### src/rtl/hazard_scoreboard_pkg.sv
// Shared instruction defines: RV32I instruction-ID constants, hazard slot layout and load-ID set.
// Pure declarations, no timing or flow control of its own.
package hazard_scoreboard_pkg;

  localparam int SLOT_AW    = 5;
  localparam int INSTR_ID_W = 6;

  typedef enum logic [INSTR_ID_W-1:0] {
    ID_NOP    = 6'd0,
    ID_LUI    = 6'd1,
    ID_AUIPC  = 6'd2,
    ID_JAL    = 6'd3,
    ID_JALR   = 6'd4,
    ID_BEQ    = 6'd5,
    ID_BNE    = 6'd6,
    ID_BLT    = 6'd7,
    ID_BGE    = 6'd8,
    ID_BLTU   = 6'd9,
    ID_BGEU   = 6'd10,
    ID_LB     = 6'd11,
    ID_LH     = 6'd12,
    ID_LW     = 6'd13,
    ID_LBU    = 6'd14,
    ID_LHU    = 6'd15,
    ID_SB     = 6'd16,
    ID_SH     = 6'd17,
    ID_SW     = 6'd18,
    ID_ADDI   = 6'd19,
    ID_SLTI   = 6'd20,
    ID_SLTIU  = 6'd21,
    ID_XORI   = 6'd22,
    ID_ORI    = 6'd23,
    ID_ANDI   = 6'd24,
    ID_SLLI   = 6'd25,
    ID_SRLI   = 6'd26,
    ID_SRAI   = 6'd27,
    ID_ADD    = 6'd28,
    ID_SUB    = 6'd29,
    ID_SLL    = 6'd30,
    ID_SLT    = 6'd31,
    ID_SLTU   = 6'd32,
    ID_XOR    = 6'd33,
    ID_SRL    = 6'd34,
    ID_SRA    = 6'd35,
    ID_OR     = 6'd36,
    ID_AND    = 6'd37,
    ID_FENCE  = 6'd38,
    ID_ECALL  = 6'd39,
    ID_EBREAK = 6'd40
  } instr_id_e;

  // One in-flight writer; an invalid slot is kept all-zero so published fields read 0.
  typedef struct packed {
    logic               valid;
    logic [SLOT_AW-1:0] rd;
    logic               is_load;
  } slot_t;

  function automatic logic is_load_id(input logic [INSTR_ID_W-1:0] iid);
    case (iid)
      ID_LB, ID_LH, ID_LW, ID_LBU, ID_LHU: return 1'b1;
      default:                            return 1'b0;
    endcase
  endfunction

endpackage

### src/rtl/hazard_slot_pipe.sv
// EX/MEM/WB writer shadow slots; advance one stage per clock, 1-cycle latency.
// Holds everything while mem_wait (flush still clears EX); flush or load-use inserts an EX bubble.
module hazard_slot_pipe
  import hazard_scoreboard_pkg::*;
(
  input  logic  clk,
  input  logic  rst,
  input  logic  load_use,
  input  logic  flush,
  input  logic  mem_wait,
  input  slot_t id_slot,
  output slot_t ex_slot,
  output slot_t mem_slot,
  output slot_t wb_slot
);

  always_ff @(posedge clk or posedge rst) begin
    if (rst) begin
      ex_slot  <= '0;
      mem_slot <= '0;
      wb_slot  <= '0;
    end else if (mem_wait) begin
      // Frozen pipeline: a redirect still kills the squashed EX instruction.
      if (flush) begin
        ex_slot <= '0;
      end
    end else if (flush || load_use) begin
      ex_slot  <= '0;
      mem_slot <= ex_slot;
      wb_slot  <= mem_slot;
    end else begin
      ex_slot  <= id_slot;
      mem_slot <= ex_slot;
      wb_slot  <= mem_slot;
    end
  end

endmodule

### src/rtl/hazard_scoreboard.sv
// Load-use hazard detect plus MEM/WB writer publish; stall/bubble are combinational, slots 1-cycle.
// mem_wait freezes slots and holds ID; optional counters under HAZARD_STATS_EN.
module hazard_scoreboard
  import hazard_scoreboard_pkg::*;
#(
  parameter int REG_AW = 5,
  parameter int ID_W   = 6
)
(
  input  logic              clk,
  input  logic              rst,
  input  logic              id_valid,
  input  logic [REG_AW-1:0] id_rs1_addr,
  input  logic [REG_AW-1:0] id_rs2_addr,
  input  logic              id_rs1_valid,
  input  logic              id_rs2_valid,
  input  logic [REG_AW-1:0] id_rd_addr,
  input  logic              id_rd_valid,
  input  logic [ID_W-1:0]   id_instr_id,
  input  logic              flush,
  input  logic              mem_wait,
  output logic              stall_id,
  output logic              bubble_ex,
  output logic [REG_AW-1:0] rd_addr_mem,
  output logic              rd_valid_mem,
  output logic              is_load_mem,
  output logic [REG_AW-1:0] rd_addr_wb,
  output logic              rd_valid_wb
`ifdef HAZARD_STATS_EN
  ,
  output logic [31:0]       stat_lu_stalls,
  output logic [31:0]       stat_mw_cycles
`endif
);

  slot_t id_slot;
  slot_t ex_slot;
  slot_t mem_slot;
  slot_t wb_slot;
  logic  rs1_hit;
  logic  rs2_hit;
  logic  lu_hit;
  logic  lu_stall;

  // x0 writes are never tracked, so they can never raise a hazard.
  always_comb begin
    id_slot = '0;
    if (id_valid && id_rd_valid && (id_rd_addr != '0)) begin
      id_slot.valid   = 1'b1;
      id_slot.rd      = id_rd_addr;
      id_slot.is_load = is_load_id(id_instr_id);
    end
  end

  assign rs1_hit  = id_rs1_valid && (id_rs1_addr == ex_slot.rd);
  assign rs2_hit  = id_rs2_valid && (id_rs2_addr == ex_slot.rd);
  assign lu_hit   = id_valid && ex_slot.valid && ex_slot.is_load && (rs1_hit || rs2_hit);
  assign lu_stall = lu_hit && !flush && !mem_wait;

  // A flushed ID instruction is discarded, so it must not hold the front end.
  assign stall_id  = !rst && (mem_wait || (lu_hit && !flush));
  assign bubble_ex = !rst && lu_stall;

  hazard_slot_pipe u_slot_pipe (
    .clk      (clk),
    .rst      (rst),
    .load_use (lu_hit),
    .flush    (flush),
    .mem_wait (mem_wait),
    .id_slot  (id_slot),
    .ex_slot  (ex_slot),
    .mem_slot (mem_slot),
    .wb_slot  (wb_slot)
  );

  assign rd_addr_mem  = mem_slot.rd;
  assign rd_valid_mem = mem_slot.valid;
  assign is_load_mem  = mem_slot.is_load;
  assign rd_addr_wb   = wb_slot.rd;
  assign rd_valid_wb  = wb_slot.valid;

`ifdef HAZARD_STATS_EN
  always_ff @(posedge clk or posedge rst) begin
    if (rst) begin
      stat_lu_stalls <= '0;
      stat_mw_cycles <= '0;
    end else begin
      if (lu_stall && (stat_lu_stalls != 32'hFFFF_FFFF)) begin
        stat_lu_stalls <= stat_lu_stalls + 32'd1;
      end
      if (mem_wait && (stat_mw_cycles != 32'hFFFF_FFFF)) begin
        stat_mw_cycles <= stat_mw_cycles + 32'd1;
      end
    end
  end
`endif

endmodule

### config.mk
export PLATFORM = sky130hd
export DESIGN_NAME = hazard_scoreboard
export DESIGN_NICKNAME = d
export VERILOG_FILES = /design/src/rtl/hazard_scoreboard_pkg.sv /design/src/rtl/hazard_slot_pipe.sv /design/src/rtl/hazard_scoreboard.sv
export SDC_FILE = /design/constraint.sdc
export NUM_CORES = 1
export LEC_CHECK = 0
export ABC_AREA = 1
export CORE_ASPECT_RATIO = 0.6
export CORE_UTILIZATION = 40
export CTS_BUF_LIST = sky130_fd_sc_hd__clkbuf_16
export CTS_CLUSTER_DIAMETER = 60
export CTS_CLUSTER_SIZE = 12
export DETAILED_ROUTE_END_ITERATION = 10
export PLACE_DENSITY = 0.85
export SLEW_MARGIN = 10
export SYNTH_ARGS = -nofsm -noshare
export SYNTH_HDL_FRONTEND = slang
export SYNTH_HIERARCHICAL = 1
export SYNTH_SLANG_ARGS = --single-unit
### constraint.sdc
create_clock -name clk -period 1.19 [get_ports clk]
set_clock_uncertainty 0.1 [all_clocks]
set_input_delay 0.119 -clock clk [delete_from_list [all_inputs] [get_ports clk]]
set_output_delay 0.119 -clock clk [all_outputs]
set_load 0.02 [all_outputs]
==> key figures, run 1 <==
Route
  • 1st-pass router iterations: 4
  • Antenna Nets Post-Route: 0
  • Total routed wirelength: 2850 µm
  • DR vias: 1271
  • WL/cell: 10.1 µm
  • Initial drt markers: 77
  • Avg Vias per Cell: 4.51
  • DR DRC count: 0

Finish
  • Share of cells above drive strength 1: 0.207
  • Cell Count, Final, Fillers Out: 282
  • # diodes: 0
  • Final Instance Area: 1950 µm²
  • Area grow syn2layout: 62.1%
  • Final net count: 272

Clock network
  • Number of clock sinks: 20
  • H-tree levels: 1
  • Post-CTS Hold Fix Bufs: 0
  • Clk root buf: clkbuf_16
  • Clk slew on worst S/H paths: 60 ps
  • TritonCTS clock tree: built
  • Num CTS Buffers: 3
  • Clk_lat worst skew: 250 ps
  • CTS max path bufs: 2

GRT
  • Total GRT Usage: 0.181
  • Grt ovf: 0
  • Vias in the first global route: 1091
  • Largest net degree at the start of global routing: 41
  • Initial antenna violation count: 0
  • First-pass GRT wire length: 4490 µm

Logic synthesis
  • Post-synthesis area per instance: 6.75 µm²
  • Synthesis warning total: 6
  • Total nets after synthesis: 207
  • Cells after Synth: 178
  • Post-Syn Area: 1200 µm²

Worst setup path
  • CP endpoint kind: output pin
  • Reg-to-reg startpoint: u_slot_pipe/ex_slot[4]
  • Max FO, Critical Path: 4
  • Crit-path max cell delay: 420 ps
  • Kind of critical path: flip-flop to output pin
  • Critical R2R Capture: u_slot_pipe/ex_slot[2]
  • CP max stage cell: dfrtp_1
  • Req. time, crit path: 970 ps
  • Worst path buffer plus inverter count: 2
  • Crit path DAT: 1470 ps
  • Launch point of the critical path: u_slot_pipe/ex_slot[4]
  • CP startpoint kind: flip-flop
  • Cells on worst reg2reg path: 10
  • Crit path max-delay family: simple AND/OR/NAND/NOR gates
  • Worst R2R Setup Slack: -350 ps
  • Most used cell, CP: nand2_2
  • Crit-path cells: inv_2, nand2_2, nand2_2, nor2_2, nand3_2, nand2_2, nand3_4, nor2_4, buf_6
  • Crit path depth: 9

Floorplanning
  • Die Width: 72.7 µm
  • Std cell rows: 14
  • Core area: 2660 µm²
  • Die area: 3230 µm²
  • Die H: 44.4 µm
  • Initial Utilization: 0.451
  • Boundary Pins: 44

Job
  • Max Cap Violations: 0

STA
  • Slew margin rel.: 0.742
  • Final Setup Violations: 14
  • Final Max Tran Viols: 0
  • Final Hold Viols: 0
  • Fmax: 0.591 GHz
  • Final period utilization: 1.42
  • Worst slew pin tran: 387 ps
  • Final Critical Period: 1690 ps
  • RSZ-0062 raised after global routing: true
  • Setup ws final: -503 ps

Placed design
  • Buffers on Ports: 43
  • Post-DP Area: 1790 µm²
  • Global placement routability congestion: 0.802
  • DP Cell Count: 275
  • DP Wirelength: 2140 µm

Hold path
  • Worst hold path type: primary input to async pin

Power and ir drop
  • Total chip power: 2080 µW
  • LEAKAGE: 0.00104 µW
  • VDD IR-drop max: 893 µV
  • Power Density: 1070 nW/µm²

Run status
  • Violated checks: setup timing
  • Status: finished, violations left
==> registers in the layout, summed over array words and instances (netlist names) <==
register              count
u_slot_pipe/ex_slot       7
u_slot_pipe/mem_slot      7
u_slot_pipe/wb_slot       6
==> power breakdown <==
group	switching, µW	internal (µW)	total [µW]
Clock	239	666	905
Combinational	218	209	427
Sequential	24.7	725	750
Total	482	1600	2080
==> area by class of cell <==
type                            instances  area [µm²]
Clock buffer                            3        75.1
Clock inverter                          1        30.0
Fill cell                             219         716
Inverter                               40         150
Multi-Input combinational cell        113         543
Sequential cell                        20         500
Tap cell                               40        50.0
Timing Repair Buffer                   65         598
==> worst register-to-register path: stages (launching register included) <==
cell and delay, ps:
dfrtp_1 420, inv_2 80, nand2_2 60, nand2_2 50
nor2_2 120, nand3_2 110, buf_4 160, a21oi_4 130
nor2_4 70, nand2_1 70, nand2_1 50
==> layout by cell type (no fill, tap or decap), drive strengths merged <==
cell / count
a21oi: 9
buf: 24
bufinv: 1
clkbuf: 3
clkdlybuf4s15: 3
clkdlybuf4s50: 28
dfrtp: 20
dlygate4sd2: 10
inv: 40
nand2: 55
nand3: 11
nand4: 1
nor2: 30
nor4: 1
o21ai: 6
==> stage by stage <==
step                TNS [ps]  hold slack (ps)  setup slack [ps]  utilization
floorplan               -590            -17.2             -69.7            -
global placement       -7970              370              -866        0.673
detailed placement     -8880              380              -916        0.673
CTS                    -3250              255              -522        0.716
global route           -5330              285              -612        0.731
finish                 -3450              255              -503        0.731
==> layer usage <==
metal / GRT usage / up-vias / part of all wire
met4: 0.0275 / 0 / 0.0014
met5: 0 / - / 0
met2: 0.299 / 49 / 0.48
met1: 0.239 / 567 / 0.45
met3: 0.0592 / 2 / 0.066
li1: - / 653 / -
==> how the worst max path moves through the flow <==
| stage | to |
|---|---|
| finish | bubble_ex |
| floorplan | u_slot_pipe/ex_slot[1] |
| CTS | bubble_ex |
| global route | bubble_ex |
| global placement | bubble_ex |
| detailed placement | bubble_ex |
==> timing repair <==
action                     4_1_cts  5_1_grt
buffers inserted                 2        1
gates resized for setup         26       12
setup endpoints to repair       25       25
hold endpoints to repair         0        0
pin swaps                       10        5
Power figures use the tool's default switching activity.
==> inputs of run 2 (changes only) <==
--- a/config.mk
+++ b/config.mk
@@ -18,3 +18,4 @@
 export SYNTH_HDL_FRONTEND = slang
 export SYNTH_HIERARCHICAL = 1
 export SYNTH_SLANG_ARGS = --single-unit
+export TNS_END_PERCENT = 30
==> key figures, run 2 (synthesis results as in run 1) <==
Run status
  • Violated checks: setup timing (unchanged)
  • Status: finished, violations left (unchanged)

STA
  • Fmax: 0.583 GHz (was 0.591 GHz)
  • Final period utilization: 1.44 (was 1.42)
  • Setup ws final: -524 ps (was -503 ps)
  • Final Hold Viols: 0 (unchanged)
  • Worst slew pin tran: 390 ps (was 387 ps)
  • RSZ-0062 raised after global routing: true (unchanged)
  • Final Setup Violations: 12 (was 14)
  • Final Max Tran Viols: 0 (unchanged)
  • Final Critical Period: 1710 ps (was 1690 ps)
  • Slew margin rel.: 0.740 (was 0.742)

GRT
  • Grt ovf: 0 (unchanged)
  • First-pass GRT wire length: 4660 µm (was 4490 µm)
  • Initial antenna violation count: 0 (unchanged)
  • Largest net degree at the start of global routing: 41 (unchanged)
  • Vias in the first global route: 1077 (was 1091)
  • Total GRT Usage: 0.196 (was 0.181)

Clock network
  • H-tree levels: 1 (unchanged)
  • Clk root buf: clkbuf_16 (unchanged)
  • CTS max path bufs: 2 (unchanged)
  • TritonCTS clock tree: built (unchanged)
  • Clk slew on worst S/H paths: 60 ps (about the same)
  • Num CTS Buffers: 3 (unchanged)
  • Clk_lat worst skew: 250 ps (about the same)
  • Number of clock sinks: 20 (unchanged)

Route
  • Avg Vias per Cell: 4.50 (was 4.51)
  • Initial drt markers: 62 (was 77)
  • DR vias: 1270 (was 1271)
  • Antenna Nets Post-Route: 0 (unchanged)
  • WL/cell: 10.4 µm (was 10.1 µm)
  • DR DRC count: 0 (unchanged)
  • Total routed wirelength: 2940 µm (was 2850 µm)
  • 1st-pass router iterations: 4 (unchanged)

Worst setup path
  • Cells on worst reg2reg path: 9 (was 10)
  • Req. time, crit path: 970 ps (about the same)
  • Reg-to-reg startpoint: u_slot_pipe/ex_slot[1] (was u_slot_pipe/ex_slot[4])
  • Crit path DAT: 1490 ps (was 1470 ps)
  • Worst R2R Setup Slack: -350 ps (about the same)
  • Kind of critical path: flip-flop to output pin (unchanged)
  • Max FO, Critical Path: 5 (was 4)
  • Critical R2R Capture: u_slot_pipe/ex_slot[3] (was u_slot_pipe/ex_slot[2])
  • CP endpoint kind: output pin (unchanged)
  • Launch point of the critical path: u_slot_pipe/ex_slot[1] (was u_slot_pipe/ex_slot[4])
  • CP startpoint kind: flip-flop (unchanged)

Finish
  • Final net count: 272 (unchanged)
  • Commonest non-fill, non-tap cell in the layout: nand2_1 (unchanged)
  • Final Instance Area: 1920 µm² (was 1950 µm²)
  • # diodes: 0 (unchanged)
  • Share of cells above drive strength 1: 0.211 (was 0.207)
  • Most frequent cells in the layout: nand2_1 (50), inv_1 (36), clkdlybuf4s50_1 (28), buf_4 (21) (was nand2_1 (50), inv_1 (37), clkdlybuf4s50_1 (28), buf_4 (21))
  • Biggest regs: u_slot_pipe/ex_slot (7), u_slot_pipe/mem_slot (7), u_slot_pipe/wb_slot (6) (unchanged)
  • Area grow syn2layout: 59.5% (was 62.1%)

Power and ir drop
  • Clock network power share: 0.364 (was 0.435)
  • P_sw: 472 µW (was 482 µW)
  • Reg power frac: 0.405 (was 0.360)
  • Comb pwr share: 0.230 (was 0.205)
  • VDD IR-drop max: 481 µV (was 893 µV)
  • LEAKAGE: 0.00103 µW (was 0.00104 µW)
  • Cell internal pwr: 1380 µW (was 1600 µW)
  • Power Density: 969 nW/µm² (was 1070 nW/µm²)
  • Switching part of the total power: 0.254 (was 0.231)

Placed design
  • Post-DP Area: 1790 µm² (unchanged)
  • DP Wirelength: 2140 µm (about the same)
  • Global placement routability congestion: 0.809 (was 0.802)
  • Buffers on Ports: 43 (unchanged)
  • Post-Place Setup Slack: -916 ps (about the same)

Floorplanning
  • Die H: 44.4 µm (unchanged)
  • Boundary Pins: 44 (unchanged)
  • Core area: 2660 µm² (unchanged)
  • Die area: 3230 µm² (unchanged)
  • Std cell rows: 14 (unchanged)
  • Die Width: 72.7 µm (unchanged)
  • Initial Utilization: 0.451 (unchanged)

Job
  • Max Cap Violations: 0 (unchanged)

Hold path
  • Worst hold path type: primary input to async pin (unchanged)
==> run 2: changes by cell type in the layout (fill, tap and decap cells not counted), sizes merged <==
cell | before | now
clkinv | 0 | 1
dlygate4sd2 | 10 | 7
bufinv | 1 | 0
clkdlybuf4s15 | 3 | 6
==> run 2: layout make-up <==
| cell class | count | area (µm²) |
|---|---|---|
| flip-flops and latches | 20 | 502 |
| well taps | 40 | 50.0 |
| fillers | 219 | 747 |
| multi-input cells | 113 | 533 |
| clock inverters | 1 | 3.75 |
| clock buffers | 3 | 75.1 |
| inverters | 40 | 150 |
| repair buffers | 65 | 602 |
==> run 2: how the worst max path moves through the flow <==
stage | to | slack (ps) | depth (start not counted)
finish | bubble_ex | -520 | 8
global route | bubble_ex | -600 | 9
CTS | bubble_ex | -520 | 9
detailed placement | bubble_ex | -920 | 10
global placement | bubble_ex | -890 | 10
floorplan | u_slot_pipe/ex_slot[1] | -70 | 9
==> run 2: worst max-delay path: stages, from the launching register on <==
cell and delay (ps):
dfrtp_1 430, nand2_1 90, nand2_1 80, nor2_2 120, nand3_2 90, nand2_1 110, nand3_2 110, nor2_4 100
buf_6 120
==> run 2: metrics by stage <==
step	power [µW]	hold slack, ps	utilization	TNS (ps)	instances
global placement	1190	371	0.673	-8170	275
global route	1950	278	0.719	-4850	282
CTS	1860	243	0.705	-3220	280
floorplan	968	-17.2	-	-590	178
finish	1860	241	0.719	-3450	282
detailed placement	1200	377	0.673	-8780	275
==> run 2: power groups by stage <==
stage	Combinational, µW	Sequential (µW)	Clock, µW
after detailed placement	438	765	0
after global placement	429	762	0
final	427	752	676
after CTS	418	752	689
after floorplan	156	812	0
after global routing	465	758	722
==> run 2: what timing repair did <==
action	CTS	global route
buffers inserted	1	2
pin swaps	9	4
gates resized for setup	28	14
hold buffers	0	0
setup endpoints to repair	25	28
==> run 2: layer usage <==
layer  track usage  wire length [µm]  share of wire  up-vias
li1              -                 -              -      654
met1         0.255              1360           0.46      562
met2         0.321              1360           0.46       52
met3        0.0547               193          0.066        2
met4        0.0588                16         0.0054        0
met5             0                 0              0        -
